`src/rtl/trisc_ctrl_pkg.sv`:
```
// trisc_ctrl_pkg: shared encodings for the TRISC control sequencer.
// State codes, opcode bit positions and control-word bit positions.
package trisc_ctrl_pkg;

  typedef logic [3:0] state_t;

  localparam state_t S_IDLE   = 4'd0;
  localparam state_t S_FETCH  = 4'd1;
  localparam state_t S_MEMRD  = 4'd2;
  localparam state_t S_IRLD   = 4'd3;
  localparam state_t S_DECODE = 4'd4;
  localparam state_t S_EX_ADD = 4'd5;
  localparam state_t S_EX_SUB = 4'd6;
  localparam state_t S_EX_LD  = 4'd7;
  localparam state_t S_EX_ST  = 4'd8;
  localparam state_t S_HALT   = 4'd9;
  localparam state_t S_TRAP   = 4'd10;

  localparam int OP_ADD  = 5;
  localparam int OP_SUB  = 4;
  localparam int OP_LD   = 3;
  localparam int OP_ST   = 2;
  localparam int OP_HALT = 0;

  localparam int PC_CLR  = 0;
  localparam int PC_INC  = 1;
  localparam int IR_LD   = 2;
  localparam int MAR_LD  = 3;
  localparam int MEM_RD  = 4;
  localparam int REG_RD  = 5;
  localparam int REG_WR  = 6;
  localparam int ALU_OE  = 7;
  localparam int ALU_SUB = 8;
  localparam int ALU_ADD = 9;
  localparam int MEM_WR  = 10;

endpackage

```
`src/rtl/trisc_op_decode.sv`:
```
// trisc_op_decode: one-hot opcode legality check and execute-state target.
// Ports: op (in, OP_W), legal (out), target (out, state_t).
module trisc_op_decode
  import trisc_ctrl_pkg::*;
#(
  parameter int OP_W = 11
) (
  input  logic [OP_W-1:0] op,
  output logic            legal,
  output state_t          target
);

  localparam logic [OP_W-1:0] ONE = {{(OP_W-1){1'b0}}, 1'b1};
  localparam logic [OP_W-1:0] C_ADD = ONE << OP_ADD;
  localparam logic [OP_W-1:0] C_SUB = ONE << OP_SUB;
  localparam logic [OP_W-1:0] C_LD  = ONE << OP_LD;
  localparam logic [OP_W-1:0] C_ST  = ONE << OP_ST;
  localparam logic [OP_W-1:0] C_HLT = ONE << OP_HALT;

  // Whole-word compares: zero, multi-hot and
  // unassigned bits all fall through as illegal.
  always_comb begin
    legal  = 1'b1;
    target = S_IDLE;
    unique case (1'b1)
      (op == C_ADD): target = S_EX_ADD;
      (op == C_SUB): target = S_EX_SUB;
      (op == C_LD):  target = S_EX_LD;
      (op == C_ST):  target = S_EX_ST;
      (op == C_HLT): target = S_HALT;
      default:       legal  = 1'b0;
    endcase
  end

endmodule

```
`src/rtl/trisc_ctrl_seq.sv`:
```
// trisc_ctrl_seq: TRISC fetch/decode/execute control sequencer (negedge CLK).
// Ports: CLK, CLR (async low), run, op, mem_ready -> control, halted, trap,
// retired. Macro TRISC_CTRL_ILLEGAL_TRAP_EN: illegal op goes to TRAP.
module trisc_ctrl_seq
  import trisc_ctrl_pkg::*;
#(
  parameter int OP_W   = 11,
  parameter int CTRL_W = 16,
  parameter int CNT_W  = 16
) (
  input  logic              CLK,
  input  logic              CLR,
  input  logic              run,
  input  logic [OP_W-1:0]   op,
  input  logic              mem_ready,
  output logic [CTRL_W-1:0] control,
  output logic              halted,
  output logic              trap,
  output logic [CNT_W-1:0]  retired
);

  state_t           r_state;
  state_t           w_next;
  logic             r_fresh;
  logic [CNT_W-1:0] r_retired;
  logic             w_retire;
  logic             w_legal;
  state_t           w_target;
  logic [CTRL_W-1:0] w_ctrl;

  trisc_op_decode #(
    .OP_W (OP_W)
  ) u_dec (
    .op     (op),
    .legal  (w_legal),
    .target (w_target)
  );

  always_comb begin
    w_next   = r_state;
    w_retire = 1'b0;
    unique case (r_state)
      S_IDLE:   if (run) w_next = S_FETCH;
      S_FETCH:  w_next = S_MEMRD;
      S_MEMRD:  if (mem_ready) w_next = S_IRLD;
      S_IRLD:   w_next = S_DECODE;
      S_DECODE: begin
        if (w_legal) begin
          w_next = w_target;
        end else begin
`ifdef TRISC_CTRL_ILLEGAL_TRAP_EN
          w_next = S_TRAP;
`else
          w_next   = S_IDLE;
          w_retire = 1'b1;
`endif
        end
      end
      S_EX_ADD, S_EX_SUB: begin
        w_next   = S_IDLE;
        w_retire = 1'b1;
      end
      S_EX_LD, S_EX_ST: begin
        if (mem_ready) begin
          w_next   = S_IDLE;
          w_retire = 1'b1;
        end
      end
      S_HALT, S_TRAP: w_next = r_state;
      default: w_next = S_IDLE;
    endcase
  end

  // r_fresh marks the first IDLE stay after reset,
  // the only time IDLE drives PC_CLR.
  always_ff @(negedge CLK or negedge CLR) begin
    if (!CLR) begin
      r_state   <= S_IDLE;
      r_fresh   <= 1'b1;
      r_retired <= '0;
    end else begin
      r_state <= w_next;
      if (r_state == S_IDLE && run)
        r_fresh <= 1'b0;
      if (w_retire)
        r_retired <= r_retired + CNT_W'(1);
    end
  end

  always_comb begin
    w_ctrl = '0;
    unique case (r_state)
      S_IDLE:   w_ctrl[PC_CLR] = r_fresh;
      S_FETCH:  w_ctrl[MAR_LD] = 1'b1;
      S_MEMRD:  w_ctrl[MEM_RD] = 1'b1;
      S_IRLD: begin
        w_ctrl[IR_LD]  = 1'b1;
        w_ctrl[PC_INC] = 1'b1;
      end
      S_DECODE: begin
        w_ctrl[ALU_OE] = 1'b1;
        w_ctrl[REG_RD] = 1'b1;
      end
      S_EX_ADD: begin
        w_ctrl[ALU_ADD] = 1'b1;
        w_ctrl[REG_WR]  = 1'b1;
      end
      S_EX_SUB: begin
        w_ctrl[ALU_SUB] = 1'b1;
        w_ctrl[REG_WR]  = 1'b1;
      end
      S_EX_LD: begin
        w_ctrl[MEM_RD] = 1'b1;
        w_ctrl[REG_WR] = 1'b1;
      end
      S_EX_ST:  w_ctrl[MEM_WR] = 1'b1;
      default:  w_ctrl = '0;
    endcase
  end

  assign control = w_ctrl;
  assign halted  = (r_state == S_HALT);
  assign retired = r_retired;
`ifdef TRISC_CTRL_ILLEGAL_TRAP_EN
  assign trap = (r_state == S_TRAP);
`else
  assign trap = 1'b0;
`endif

endmodule

```
`config.mk`:
```
export PLATFORM = sky130hd
export DESIGN_NAME = trisc_ctrl_seq
export DESIGN_NICKNAME = d
export VERILOG_FILES = /design/src/rtl/trisc_ctrl_pkg.sv /design/src/rtl/trisc_op_decode.sv /design/src/rtl/trisc_ctrl_seq.sv
export SDC_FILE = /design/constraint.sdc
export NUM_CORES = 1
export LEC_CHECK = 0
export CAP_MARGIN = 25
export CORE_MARGIN = 2
export CORE_UTILIZATION = 59
export CTS_BUF_LIST = sky130_fd_sc_hd__clkbuf_8
export DETAILED_ROUTE_END_ITERATION = 8
export DONT_BUFFER_PORTS = 1
export GPL_TIMING_DRIVEN = 1
export MAX_ROUTING_LAYER = met4
export PLACE_DENSITY = 0.78
export SYNTH_ARGS = -nofsm -noshare
export SYNTH_HDL_FRONTEND = slang
export SYNTH_SLANG_ARGS = --single-unit
```
`constraint.sdc`:
```
create_clock -name CLK -period 1.9 [get_ports CLK]
set_clock_uncertainty 0.05 [all_clocks]
set_input_delay 0.57 -clock CLK [delete_from_list [all_inputs] [get_ports CLK]]
set_output_delay 0.57 -clock CLK [all_outputs]
set_load 0.005 [all_outputs]
```
### After elaboration in Yosys (flattened, before gate mapping)

Cells that the tools add are included.

* bits in registers: 21
* output and inout bits: 34

* add/subtract/negate cells: 1
* equal/unequal tests: 18
* mux-type cells: 19
* bitwise gates (word level): 1
* reductions and logical operators: 9

Operator list (count)
* $pmux 4 s7: 1
* $pmux 4 s5: 1
* $add 16x1->16 const B: 1
* $eq 4x3->1 const B: 4
* $mux 4: 4
* $eq 4x4->1 const B: 3
* $eq 11x1->1 const B: 1
* $eq 11x3->1 const B: 1
* $eq 11x4->1 const B: 1
* $eq 11x5->1 const B: 1
* $eq 11x6->1 const B: 1
* $mux 1: 11
* $eq 4x2->1 const B: 2
* $reduce_or 2->1: 4
* $ne 2x2->1 const B: 3
* $reduce_or 5->1: 1
* $eq 4x1->1 const B: 1
* $logic_not 4->1: 1
* $reduce_and 4->1: 1
* $pmux 1 s3: 1
* $reduce_or 3->1: 1
* $mux 2: 1
* $logic_and 1x1->1: 1
* $not 1->1: 1

### Depth between registers and ports, before layout

Gate-level depths: netlist of run 1.

* depth in word-level cells: 5
* depth in mapped cells: 7
* gate-level depth less buffers: 5

### Modules after synthesis

From an unflattened synthesis of run 1, not the netlist that was laid out.

* cells, all modules: 152
* area total of the unflattened synthesis: 1352.5 um2

Modules (own cells, without submodules)
* trisc_ctrl_seq: times used 1, cells an instance 124, area an instance 1186.1 um2
* trisc_op_decode: times used 1, cells an instance 28, area an instance 166.4 um2

==> metrics.yaml, run 1 <==
route:
  routed_via_density: 6.88
  dr.pass1.iters: 4
  drc: 0
  final_antenna_net_count: 0
  wirelength_um: 5230
  drtIter0Drc: 74
  dr_total_vias: 1514
  routedWlPerCell_um: 23.8
timing:
  drv_slew: 0
  worst_slack_ns: -1.12
  rsz0062_at_grt: "true"
  hold_viol: 0
  setup_viol: 48
  setup_tns_ns: -37.01
  relSlewSlack_pct: 63.6
  worstMarginPinSlew_ns: 0.544
  hold_slack_ns: 0.421
setup_path:
  cp-start-kind: "input pin"
  worst_ep_required_time_ns: 1.01
  crit_path_top_delay_cell: "or4_4"
  crit_buf_inv: 1
  worstPathCellList: "or4_4, nor4b_4, a211oi_4, buf_12, o211ai_1, xnor2_1"
  crit_type: "in -> reg"
  cp-end-kind: "flip-flop"
  max_stage_delay_ns: 0.55
  critPathArrivalTime_ns: 2.14
  crit_family: "simple AND/OR/NAND/NOR gates"
  path_max_fanout: 8
logic_synthesis:
  seq_area_frac_synth_pct: 38.8
  syn_area_per_cell_um2: 9.64
  netlist_area_um2: 1360
  syn_inst: 141
  synth_edf_count: 0
  async_reset_ff_share_pct: 100
  ys_warn_count: 0
  synth-seq-cells: 21
  synthDistinctLibCells: 44
  synth_flop_cell: "dfrtn_1"
run_status:
  status: "finished with violations"
  violations: "setup timing"
grt:
  grt_max_degree: 22
  overflow: 0
  grt_use_total_pct: 34.6
  grt_pass1_wl_um: 6500
  grt_pass1_vias: 1380
  antenna_found_initial: 0
power:
  vdd_ir_drop_max_v: 0.00101
  p_leak_nw: 0.916
  power_density_nw_per_um2: 1130
  power_mw: 2.34
floorplan:
  ios: 49
  core_area_um2: 2190
  std_cell_rows: 17
  die_w_um: 52.0
  dieArea_um2: 2700
  die_h_um: 52.0
  initial_core_util_pct: 62.0
layout:
  final_area_um2: 2080
  layoutNonFillerInstCount: 220
  final_nets: 209
  areaGrowthSynthToFinish_pct: 52.8
  drive_gt1_share_pct: 54.7
  num_antenna_cells: 0
  utilization_pct: 94.7
  fillers: 65
placement:
  gp_congestion: 0.819
  postPlaceCellArea_um2: 1830
  pre_cts_ws_ns: -1.44
  post-dp-hpwl_um: 2680
  portBuffers: 0
  dp_cells: 204
clock_network:
  tritoncts: "built"
  path_clk_slew_ns: 0.05
  h-tree-depth: 1
  cts_sinks: 21
  insertion_delay_ns: 0.28
  cts_buffer_depth: 2
  cts_buffers: 3
  root_buffer: "clkbuf_8"
hold_path:
  min_path_type: "reg -> reg"
flow_run:
  maxCapViolCount: 0
[final cells by class]
cell class / instances / area (um^2) / area share, %
well taps: 28 / 35.0 / 1.69
clock buffers: 3 / 41.3 / 1.99
clock inverters: 2 / 7.51 / 0.362
repair buffers: 56 / 460 / 22.2
flip-flops and latches: 21 / 527 / 25.4
multi-input cells: 106 / 985 / 47.4
inverters: 4 / 20.0 / 0.964
[registers in the layout (all words and copies together), names as in the netlist]
register and count:
r_fresh 1, r_state 4, retired 16
[worst paths after layout]
path	slack [ns]	end	cells past startpoint	start
max reg2reg	-0.47	retired[1]	8	r_state[1]
min in group asynchronous	0.77	retired[3]	0	CLR
max in group asynchronous	0.80	r_fresh	0	CLR
min	0.42	retired[10]	1	retired[10]
max	-1.12	retired[13]	6	op[5]
min reg2reg	0.42	retired[10]	1	retired[10]
[synthesized netlist by cell type, drive strengths merged, types with 2 or more instances]
library cell / n / share of area [%]
or4: 3 / 1.9
nor2: 11 / 3.0
clkbuf: 4 / 1.1
and3: 7 / 3.2
o211ai: 3 / 1.7
nand2: 5 / 1.4
and2: 2 / 0.92
nand2b: 3 / 1.4
xnor2: 16 / 10
and4: 2 / 1.3
a21oi: 2 / 0.74
xor2: 2 / 1.3
o2111ai: 8 / 5.2
buf: 10 / 5.6
nor3: 5 / 2.2
inv: 5 / 1.4
a21boi: 2 / 1.1
o22ai: 2 / 0.92
dfrtn: 20 / 37
nand3: 2 / 0.74
mux2: 2 / 1.7
o21ai: 8 / 2.9
[worst register-to-register path, stage by stage, from the launching register on]
cell	delay (ns)
dfrtn_1	0.71
nand2b_4	0.27
buf_4	0.13
buf_4	0.10
a21boi_0	0.17
o2bb2ai_1	0.11
buf_4	0.21
nor2_2	0.16
mux2_4	0.31
[layout by cell type (no fill, tap or decap), drive strengths merged, types with 3 or more instances in the layout]
cell and n:
clkbuf 3, nand2 5, inv 6, nor3 5, nand2b 3, o2111ai 8
conb 6, xnor2 16, dfrtn 20, o21ai 8, and3 7, nor2 11
or4 3, o211ai 3, buf 56
[what timing repair did]
action,in CTS,in global routing
endpoints found under the setup margin,48,48
hold endpoints to repair,0,0
buffers inserted,10,4
resized for setup,17,5
pin swaps,17,9
hold buffers,0,0
[kinds of logic after synthesis]
family / Yosys count / synth area share, %
and+or+nand+nor: 46 / 20.4
AOI/OAI and AO/OA: 32 / 17.5
DFF: 21 / 38.8
buffers and inverters: 19 / 8.10
xor gates and xnor gates: 18 / 11.6
muxes: 3 / 2.39
adders and majority gates: 1 / 0.921
other: 1 / 0.276
[routing by layer]
metal	track usage [%]	share of wire (%)	wire length [um]	vias up
met5	-	0	0	-
met4	19.3	6.0	316	0
met3	4.89	7.9	411	36
met2	59.5	53	2750	135
met1	38.3	33	1750	741
li1	-	-	-	602
[report_power, final]
group	leakage, nW	internal [mW]	switching, mW	total (mW)
clock	0.0322	0.147	0.155	0.302
sequential	0.279	0.531	0.111	0.641
combinational	0.605	0.711	0.684	1.39
Note: power is estimated with default switching activity, not from simulation.
==> inputs of run 2 (changes only) <==
--- a/config.mk
+++ b/config.mk
@@ -15,4 +15,5 @@
 export MAX_ROUTING_LAYER = met4
 export PLACE_DENSITY = 0.78
+export RECOVER_POWER = 50
 export SYNTH_ARGS = -nofsm -noshare
 export SYNTH_HDL_FRONTEND = slang
==> constraint.sdc (replaced) <==
create_clock -name CLK -period 1.9 [get_ports CLK]
set_clock_uncertainty 0.05 [all_clocks]
set_input_delay 0.475 -clock CLK [delete_from_list [all_inputs] [get_ports CLK]]
set_output_delay 0.475 -clock CLK [all_outputs]
set_load 0.005 [all_outputs]
==> results of run 2 <==
The final DEF is identical to that of run 1. Status: finished with violations: setup timing.
Main changes from that run: setup slack after placement -1.44 ns -> -1.34 ns; setup slack after layout -1.12 ns -> -1.03 ns; setup TNS -37.01 ns -> -32.45 ns
